## config.mk

```make
export PLATFORM = sky130hd
export DESIGN_NAME = alu_op_arbiter
export DESIGN_NICKNAME = d
export VERILOG_FILES = /design/src/rtl/alu_op_arbiter.sv
export SDC_FILE = /design/constraint.sdc
export NUM_CORES = 1
export LEC_CHECK = 0
export ABC_AREA = 1
export BUFFER_PORTS_ARGS = -buffer_cell sky130_fd_sc_hd__buf_4
export CAP_MARGIN = 20
export CORE_MARGIN = 2
export CORE_UTILIZATION = 59
export DETAILED_ROUTE_END_ITERATION = 12
export PLACE_DENSITY = 0.84
export SKIP_LAST_GASP = 1
export SYNTH_ARGS = -nofsm -noshare
export SYNTH_HDL_FRONTEND = slang
export SYNTH_SLANG_ARGS = --single-unit
```

## constraint.sdc

```tcl
create_clock -name clock -period 3.8 [get_ports clock]
set_input_delay 1.14 -clock clock [delete_from_list [all_inputs] [get_ports clock]]
set_output_delay 1.14 -clock clock [all_outputs]
set_load 0.02 [all_outputs]
```

## src/rtl/alu_op_arbiter.sv

```systemverilog
// Round-robin arbiter that shares one add/sub ALU between two requesters.
// It latches the winner's operands, runs a fixed execute latency, then returns the result with a done pulse.
//
// state | meaning
// IDLE  | sample requests, pick a winner, capture its operands
// EXEC  | count execute cycles, register result on the last one
// RESP  | done pulse cycle, return to IDLE next edge
module alu_op_arbiter #(
  parameter int WIDTH       = 8,
  parameter int EXEC_CYCLES = 1
) (
  input  logic             clock,
  input  logic             reset,
  input  logic             req0,
  input  logic             op0,
  input  logic [WIDTH-1:0] a0,
  input  logic [WIDTH-1:0] b0,
  input  logic             req1,
  input  logic             op1,
  input  logic [WIDTH-1:0] a1,
  input  logic [WIDTH-1:0] b1,
  output logic [1:0]       grant,
  output logic             done,
  output logic             done_id,
  output logic [WIDTH-1:0] result,
  output logic             flag,
  output logic             busy
);

  localparam logic [1:0] S_IDLE = 2'd0;
  localparam logic [1:0] S_EXEC = 2'd1;
  localparam logic [1:0] S_RESP = 2'd2;

  localparam logic [3:0] LAST_CNT = 4'(EXEC_CYCLES - 1);

  logic [1:0]       state;
  logic [3:0]       cnt;
  logic             last;
  logic             op_q;
  logic             id_q;
  logic [WIDTH-1:0] a_q;
  logic [WIDTH-1:0] b_q;

  logic             any_req;
  logic             sel;
  logic [WIDTH:0]   sum;
  logic [WIDTH:0]   diff;

  // On a tie the requester not served last wins; otherwise whoever asks.
  always_comb begin
    any_req = req0 | req1;
    sel     = (req0 && req1) ? ~last : req1;
    sum     = {1'b0, a_q} + {1'b0, b_q};
    diff    = {1'b0, a_q} - {1'b0, b_q};
  end

  always_ff @(posedge clock) begin
    if (reset) begin
      state   <= S_IDLE;
      cnt     <= 4'd0;
      last    <= 1'b1;
      op_q    <= 1'b0;
      id_q    <= 1'b0;
      a_q     <= '0;
      b_q     <= '0;
      grant   <= 2'b00;
      done    <= 1'b0;
      done_id <= 1'b0;
      result  <= '0;
      flag    <= 1'b0;
      busy    <= 1'b0;
    end else begin
      grant <= 2'b00;
      done  <= 1'b0;
      case (state)
        S_IDLE: begin
          if (any_req) begin
            id_q  <= sel;
            op_q  <= sel ? op1 : op0;
            a_q   <= sel ? a1 : a0;
            b_q   <= sel ? b1 : b0;
            grant <= sel ? 2'b10 : 2'b01;
            last  <= sel;
            cnt   <= 4'd0;
            state <= S_EXEC;
            busy  <= 1'b1;
          end
        end
        S_EXEC: begin
          cnt <= cnt + 4'd1;
          if (cnt == LAST_CNT) begin
            // Subtract borrow is the top bit of the widened difference.
            if (op_q) begin
              result <= diff[WIDTH-1:0];
              flag   <= diff[WIDTH];
            end else begin
              result <= sum[WIDTH-1:0];
              flag   <= sum[WIDTH];
            end
            done_id <= id_q;
            done    <= 1'b1;
            state   <= S_RESP;
          end
        end
        S_RESP: begin
          state <= S_IDLE;
          busy  <= 1'b0;
        end
        default: begin
          state <= S_IDLE;
          busy  <= 1'b0;
        end
      endcase
    end
  end

endmodule
```

==> results of run 1 <==
==> area by class of cell <==
type	instances	area (um^2)	share of cell area [%]
Clock buffer	6	72.57	2.552
Clock inverter	2	12.51	0.4399
Inverter	45	173.9	6.115
Multi-Input combinational cell	248	1351	47.51
Sequential cell	39	780.7	27.45
Tap cell	50	62.56	2.200
Timing Repair Buffer	52	390.4	13.73
==> stage by stage <==
stage / area (um^2) / hold WS (ns)
global route: 2844 / 0.5006
global placement: 2759 / 0.4476
detailed placement: 2759 / 0.4578
CTS: 2844 / 0.4765
floorplan: 2385 / 0.4287
finish: 2844 / 0.4721
==> Yosys cell counts, types with 2 or more instances <==
cell and n:
o21ai_0 24, clkbuf_1 4, dfxtp_1 39, a31oi_1 17
inv_1 41, nand2_1 101, o21ai_1 5, nand3_1 17
nor3_2 2, a21oi_1 9, buf_6 4, nor2_1 31
nand3b_1 2, buf_2 4, xor2_1 2, ha_1 19
fa_1 2, nor2_4 2, nand4_1 6, inv_2 3
==> per-layer routing <==
metal  up-vias  wire [um]  global-route usage (%)
met2        49       2646                   46.81
met4         0         71                   8.673
li1       1204          -                       -
met5         -          0                       0
met1      1063       2409                   30.25
met3         5        220                   5.167
==> critical path, stage by stage <==
cell and delay (ns):
buf_4 0.11, nand2_1 0.07, nand2_2 0.22, inv_2 0.34, nand2_1 0.11, a31oi_1 0.22
==> final timing paths <==
kind              startpoint         to  slack (ns)
setup / recovery        req0     b_q[1]        1.80
hold / removal          flag       flag        0.47
hold reg to reg         flag       flag        0.47
setup reg to reg      a_q[0]  result[6]        1.88
==> power by group <==
part	switching [mW]	internal [mW]
registers	0.0498	0.465
clock network	0.150	0.128
logic	0.306	0.195
total	0.506	0.789
==> cell usage in the layout (no fill, tap or decap), types with 2 or more instances in the layout <==
cell,count
buf_4,52
nand2_1,101
xor2_1,2
nor2_1,31
inv_2,3
fa_1,2
ha_1,19
clkbuf_8,5
a31oi_1,17
nand3b_1,2
inv_1,41
a21oi_1,9
nand4_1,6
nor2_4,2
o21ai_1,5
dfxtp_1,39
o21ai_0,24
nand3_1,17
==> flip-flops by register name, summed over array words and instances (netlist names), 2 cells and up <==
signal and count:
cnt 4, b_q 8, a_q 8, result 8
grant 2, state 2
==> logic make-up (layout without fill, tap and decap cells) <==
logic type	Yosys count	count (layout)
buffers and inverters	58	105
flip-flops	39	39
adder cells (fa/ha/maj)	21	21
AO/OA/AOI/OAI	61	61
XOR/XNOR	2	2
AND/OR/NAND/NOR	164	164
==> run metrics, run 1 <==
status=complete, no violations; adder-cell share of the synthesized area=11.65%; Power Density=455.3 mW/mm^2; area of the die=0.004566 mm^2; Power Total=1.295 mW; remaining antenna violation count=0; global-route wire length before repair=8.935 mm; R2R cell count=12; syn_area_per_cell=6.912 um^2; worst min path class=reg -> reg; min cycle time layout=2.000 ns; syn_nets=404; top post-synthesis cells by area=dfxtp_1, nand2_1, ha_1; Core Util, Final=72.14%; Final Max Tran Viols=0; final-layout fill cell count=326; ANT cells=0; Startpoint Class=input port; largest net degree at the start of global routing=39; initial antenna violation count=0; final non-filler cell total=442; clock sinks=39; Synth Area in Compound Gates=14.74%; Tightest Pin Transition=0.6329 ns; final setup vio count=0; post-synthesis sequential element count=39; multiplexer area fraction after synthesis=0%; cts bufs inserted=5; CTS tree=done; Cells after DPL=434; via/cell ratio=5.251; CTS Buffer Depth=2; FMAX=500.0 MHz; peak supply drop=0.3178 mV; Detail Placement HPWL=4.060 mm; Worst-path clk slew=0.08 ns; Tcrit/Tclk final=52.63%; Initial Util=60.49%; Initial DRT Pass Iterations=4; Max-slew headroom=57.76%; Root Driver=clkbuf_8; Synth cell types=31; total overflow reported by the global router=0; H-tree depth=2; asr flop ratio synth=0%; CTS Hold Buffers Added=0; Nets=450; synthesized cell area=0.002385 mm^2; Total Negative Setup Slacks=0 ns; DR iter-0 viols=132; Seq/Total Area, Yosys=32.74%; aggregate global-route resource usage=25.91%; Worst setup EP type=register; I/O Buffers=51; Lkg Pwr=1.445 nW; pre-CTS setup slack=1.504 ns; Worst EP arrival=2.21 ns; Post-CTS Setup Bufs=0; yosys warns=0; DRC Markers=0; Max Cap Viol=0; Ports=52; WP data required=4.01 ns; Synth Area in Simple Gates=29.28%; CORE AREA=0.003943 mm^2; vias in the first global route=2122; final worst slack=1.800 ns; clk_lat worst skew=0.30 ns; Detailed Route WL=5.348 mm; Synth Instances=345; critical path class=in -> reg; critical path peak fanout=19; Fin Clk Skew=0.005937 ns; Worst Hold Path Cells=2; Die Ht=67.58 um; XOR/XNOR share of the synthesized area=0.7345%; RSZ-0062 raised after global routing=false; Synth top area share=32.74%; post-synth top area cell=dfxtp_1; Post-CTS Resized=0; main flop type after synthesis=dfxtp_1; EDFF count, synth=0; site row count=23; Die X=67.58 um; gpl congestion=0.9149; combinational family with the most area after synthesis=simple AND/OR/NAND/NOR gates; share of cells above drive strength 1=18.11%; via count=2321; Hold Vio Cnt, Final=0; WL/cell=12.10 um; Layout area overhead=19.26%
Power figures use the tool's default switching activity.
==> run 2: changes to the inputs <==
--- a/config.mk
+++ b/config.mk
@@ -9,9 +9,9 @@
 export BUFFER_PORTS_ARGS = -buffer_cell sky130_fd_sc_hd__buf_4
 export CAP_MARGIN = 20
 export CORE_MARGIN = 2
-export CORE_UTILIZATION = 59
+export CORE_UTILIZATION = 49
 export DETAILED_ROUTE_END_ITERATION = 12
-export PLACE_DENSITY = 0.84
+export PLACE_DENSITY = 0.74
 export SKIP_LAST_GASP = 1
 export SYNTH_ARGS = -nofsm -noshare
 export SYNTH_HDL_FRONTEND = slang
==> constraint.sdc (replaced) <==
create_clock -name clock -period 1.8 [get_ports clock]
set_input_delay 0.54 -clock clock [delete_from_list [all_inputs] [get_ports clock]]
set_output_delay 0.54 -clock clock [all_outputs]
set_load 0.02 [all_outputs]
==> run 2 against run 1 <==
Against the previous run:
- combinational power up 130%
- clock skew is 0.0035 ns higher
- cell count up 5.7%
- highest routed layer unchanged
- core utilization fell by 8.7 points
- largest cell class unchanged
- largest power group is now combinational logic
==> run metrics, run 2 (same netlist as run 1, synthesis figures left out) <==
clock sinks=39; CTS Buffer Depth=2; total overflow reported by the global router=0; Top Registers=a_q (8), b_q (8), result (8); slowest stage delay, CP=0.37 ns; Detailed Route WL=5.628 mm; critical path's slowest cell=dfxtp_4; crit-path cells=inv_2 > ha_2 > fa_2 > nand3b_1 > nand2_2 > nand2_1 > nand2_1 > nand2_1 > nand3_1 > nand3_1 > nand2_1 > inv_1; DRC Markers=0; Power Density=974.2 mW/mm^2; worst min path class=reg -> reg; commonest cells after routing, fill and taps aside=nand2_1, buf_4, inv_1; Layout area overhead=25.71%; via count=2331; FMAX=583.9 MHz; Detail Placement HPWL=4.259 mm; Initial DRT Pass Iterations=5; Hold Vio Cnt, Final=0; WL/cell=12.05 um; area of the die=0.005441 mm^2; Worst-path clk slew=0.08 ns; global-route wire length before repair=9.328 mm; CORE AREA=0.004723 mm^2; via/cell ratio=4.991; H-tree depth=2; final non-filler cell total=467; RSZ-0062 raised after global routing=true; DR iter-0 viols=104; ANT cells=0; Startpoint Class=register; site row count=25; CTS Hold Buffers Added=0; Lkg Pwr=1.497 nW; Post-CTS Setup Bufs=0; final setup vio count=0; initial antenna violation count=0; Ports=52; clk_lat worst skew=0.29 ns; Nets=458; CTS tree=done; Initial Util=50.49%; critical path class=reg -> reg; CP dominant cell by count=nand2_1; Max-slew headroom=34.97%; I/O Buffers=51; critical path peak fanout=3; Die X=73.77 um; commonest non-fill, non-tap cell in the layout=nand2_1; cts bufs inserted=5; peak supply drop=0.7041 mV; aggregate global-route resource usage=22.22%; largest net degree at the start of global routing=29; remaining antenna violation count=0; Worst EP arrival=1.91 ns; WP data required=2.00 ns; R2R cell count=12; Root Driver=clkbuf_8; vias in the first global route=2128; gpl congestion=0.8624; Tcrit/Tclk final=95.14%; Fin Clk Skew=0.009436 ns; Worst Hold Path Cells=2; Tightest Pin Transition=0.9702 ns; share of cells above drive strength 1=23.25%; Final Max Tran Viols=0; WHS=0.4653 ns; Max Cap Viol=0; min cycle time layout=1.713 ns; Die Ht=73.77 um; status=complete, no violations; Cells after DPL=458; Worst setup EP type=register
## run 2: area by class of cell
class                           instances  area (um^2)
Timing Repair Buffer                   59        455.4
Fill cell                             447         1725
Sequential cell                        39        787.0
Clock inverter                          3        43.79
Multi-Input combinational cell        249         1385
Inverter                               45        173.9
Clock buffer                            5        68.82
Tap cell                               67        83.83
## run 2: where the power goes
group | internal, mW | switching (mW) | leakage [nW] | total [mW]
Combinational | 0.451 | 0.684 | 1.12 | 1.14
Clock | 0.412 | 0.296 | 0.0581 | 0.708
Sequential | 0.985 | 0.0917 | 0.323 | 1.08
## run 2: what timing repair did
| item | 4_1_cts | 5_1_grt |
|---|---|---|
| pin swaps | 0 | 2 |
| endpoints found under the setup margin | 2 | 12 |
| resized for setup | 3 | 11 |
| gates cloned | 0 | 1 |
## run 2: path summary, 6_finish.rpt
path | startpoint | end | slack [ns]
min | last | last | 0.47
max reg2reg | a_q[0] | result[6] | 0.09
max | a_q[0] | result[6] | 0.09
min reg2reg | last | last | 0.47
## run 2: worst max-delay path: cells and delay by family (launching register included)
family | cells | cell delay, ns
fa+ha+maj | 2 | 0.51
buf+inv | 2 | 0.07
flops | 1 | 0.37
simple gates | 8 | 0.68
## run 2: metrics by stage
step | TNS (ns) | power, mW | util [%] | setup slack [ns] | area [um^2]
2_1_floorplan | 0 | 1.876 | - | 0.1360 | 2385
3_3_place_gp | -0.8869 | 2.182 | 60.24 | -0.1363 | 2845
3_5_place_dp | -1.328 | 2.197 | 60.24 | -0.1839 | 2845
4_1_cts | 0 | 2.918 | 62.76 | 0.02548 | 2964
5_1_grt | -0.07241 | 3.153 | 63.47 | -0.07241 | 2998
6_report | 0 | 2.921 | 63.47 | 0.08743 | 2998
## run 2: metal layers
layer	routed length (um)	vias up	global-route usage [%]
met4	49	0	5.859
met2	2613	76	37.20
met5	0	-	0
met3	330	5	4.115
li1	-	1224	-
met1	2635	1026	29.29
==> run 3: changes to the inputs <==
--- a/config.mk
+++ b/config.mk
@@ -7,7 +7,7 @@
 export LEC_CHECK = 0
 export ABC_AREA = 1
 export BUFFER_PORTS_ARGS = -buffer_cell sky130_fd_sc_hd__buf_4
-export CAP_MARGIN = 20
+export CAP_MARGIN = 15
 export CORE_MARGIN = 2
 export CORE_UTILIZATION = 49
 export DETAILED_ROUTE_END_ITERATION = 12
==> constraint.sdc (replaced) <==
create_clock -name clock -period 1.8 [get_ports clock]
set_input_delay 0.27 -clock clock [delete_from_list [all_inputs] [get_ports clock]]
set_output_delay 0.27 -clock clock [all_outputs]
set_load 0.02 [all_outputs]
==> run 3 against run 2 <==
Against the previous run:
- core utilization is 0.053 points lower
- setup slack worse by 0.014 ns
- maximum frequency is 0.81% lower
- flip-flop and latch count stayed put
- first-iteration DRC count is 40% higher
- non-clock buffer count stayed put
- cell area hardly changed
- sequential share of layout area is 0.062 points lower
- critical endpoint unchanged
- largest power group unchanged
==> run metrics, run 3 (same netlist as run 1, synthesis figures left out) <==
R2R cell count=12; peak supply drop=0.5689 mV; status=complete, no violations; CTS Hold Buffers Added=0; critical path's slowest cell=fa_2; Hold Vio Cnt, Final=0; RR Startpoint=a_q[0]; CP dominant cell by count=nand2_2; Power Density=988.3 mW/mm^2; WHS=0.2480 ns; Worst-path clk slew=0.08 ns; min cycle time layout=1.727 ns; commonest non-fill, non-tap cell in the layout=nand2_1; Max Cap Viol=0; worst min path class=in -> reg; WL/cell=11.72 um; Initial DRT Pass Iterations=4; Ports=52; Die Ht=73.77 um; H-tree depth=2; I/O Buffers=51; CORE AREA=0.004723 mm^2; Worst EP arrival=1.93 ns; via count=2299; cts bufs inserted=5; site row count=25; slowest stage delay, CP=0.38 ns; Top Registers=a_q (8), b_q (8), result (8); Max-slew headroom=80.12%; RSZ-0062 raised after global routing=true; largest net degree at the start of global routing=36; FMAX=579.2 MHz; Lkg Pwr=1.492 nW; Power Total=2.960 mW; remaining antenna violation count=0; Worst Hold Path Cells=3; Root Driver=clkbuf_8; initial antenna violation count=0; pre-CTS setup slack=0.02060 ns; area of the die=0.005441 mm^2; Detailed Route WL=5.460 mm; via/cell ratio=4.933; share of cells above drive strength 1=24.31%; Core Util, Final=63.42%; Startpoint Class=register; Tcrit/Tclk final=95.92%; gpl congestion=0.9147; CTS Buffer Depth=2; clock sinks=39; Fin Clk Skew=0.009629 ns; clk_lat worst skew=0.29 ns; R2R Setup Slk=0.07 ns; DR iter-0 viols=146; aggregate global-route resource usage=21.28%; Worst setup EP type=register; Layout area overhead=25.60%; Die X=73.77 um; Detail Placement HPWL=4.177 mm; critical path class=reg -> reg; critical path's top delay family=simple AND/OR/NAND/NOR gates; Initial Util=50.49%; final worst slack=0.07340 ns; global-route wire length before repair=9.142 mm; CP Buf/Inv Count=2; Tightest Pin Transition=0.2978 ns; total overflow reported by the global router=0; commonest cells after routing, fill and taps aside=nand2_1, buf_4, inv_1; DRC Markers=0; Nets=457; final setup vio count=0; hold path startpoint=b0[0]; reg2reg end=result[6]; Min-Delay Endpoint=b_q[0]; CTS tree=done; vias in the first global route=2023; critical path peak fanout=3; WP data required=2.00 ns; Final Max Tran Viols=0; ANT cells=0; crit-path cells=inv_2 > ha_2 > fa_2 > nand3b_1 > nand2_2 > nand2_2 > nand2_2 > nand2_2 > nand3_1 > nand3_1 > nand2_1 > inv_1
-- run 3: worst min-delay path: stages --
cell,delay [ns]
buf_4,0.10
nand2_1,0.05
a31oi_1,0.07
-- run 3: cell type report --
class	instances	area [um^2]
clock buffers	5	68.82
well taps	67	83.83
repair buffers	59	455.4
multi-input cells	248	1385
clock inverters	3	43.79
inverters	45	173.9
flip-flops and latches	39	784.5
fillers	435	1728
-- run 3: routing by layer --
metal | part of all wire, % | vias to the layer above | track usage [%] | routed length, um
met5 | 0 | - | 0 | 0
met4 | 1.6 | 0 | 6.061 | 85
met3 | 5.7 | 9 | 4.664 | 310
met2 | 43 | 69 | 31.15 | 2355
met1 | 50 | 1002 | 31.20 | 2708
li1 | - | 1219 | - | -
-- run 3: where the power goes --
group | switching (mW) | total (mW) | internal, mW
logic | 0.703 | 1.17 | 0.469
registers | 0.0840 | 1.07 | 0.985
clock network | 0.307 | 0.719 | 0.413
-- run 3: timing repair --
| item | 4_1_cts | 5_1_grt |
|---|---|---|
| buffers inserted | 0 | 1 |
| setup endpoints to repair | 0 | 6 |
| endpoints found under the hold margin | 0 | 0 |
| resized for setup | 0 | 18 |
-- run 3: per-stage QoR --
step | setup TNS [ns] | std cells | cell area, um^2
final | 0 | 466 | 2995
after global routing | -0.08220 | 466 | 2995
after CTS | 0 | 465 | 2950
after detailed placement | 0 | 457 | 2838
after global placement | 0 | 457 | 2838
after floorplan | 0 | 345 | 2385
-- run 3: how the worst max path moves through the flow --
| stage | from | to | slack [ns] | depth (start not counted) |
|---|---|---|---|---|
| floorplan | a_q[0] | result[6] | 0.14 | 12 |
| global placement | a_q[0] | result[6] | 0.05 | 12 |
| detailed placement | a_q[0] | result[6] | 0.02 | 12 |
| CTS | a_q[0] | result[6] | 0.01 | 12 |
| global route | a_q[0] | result[6] | -0.05 | 13 |
| finish | a_q[0] | result[6] | 0.07 | 12 |
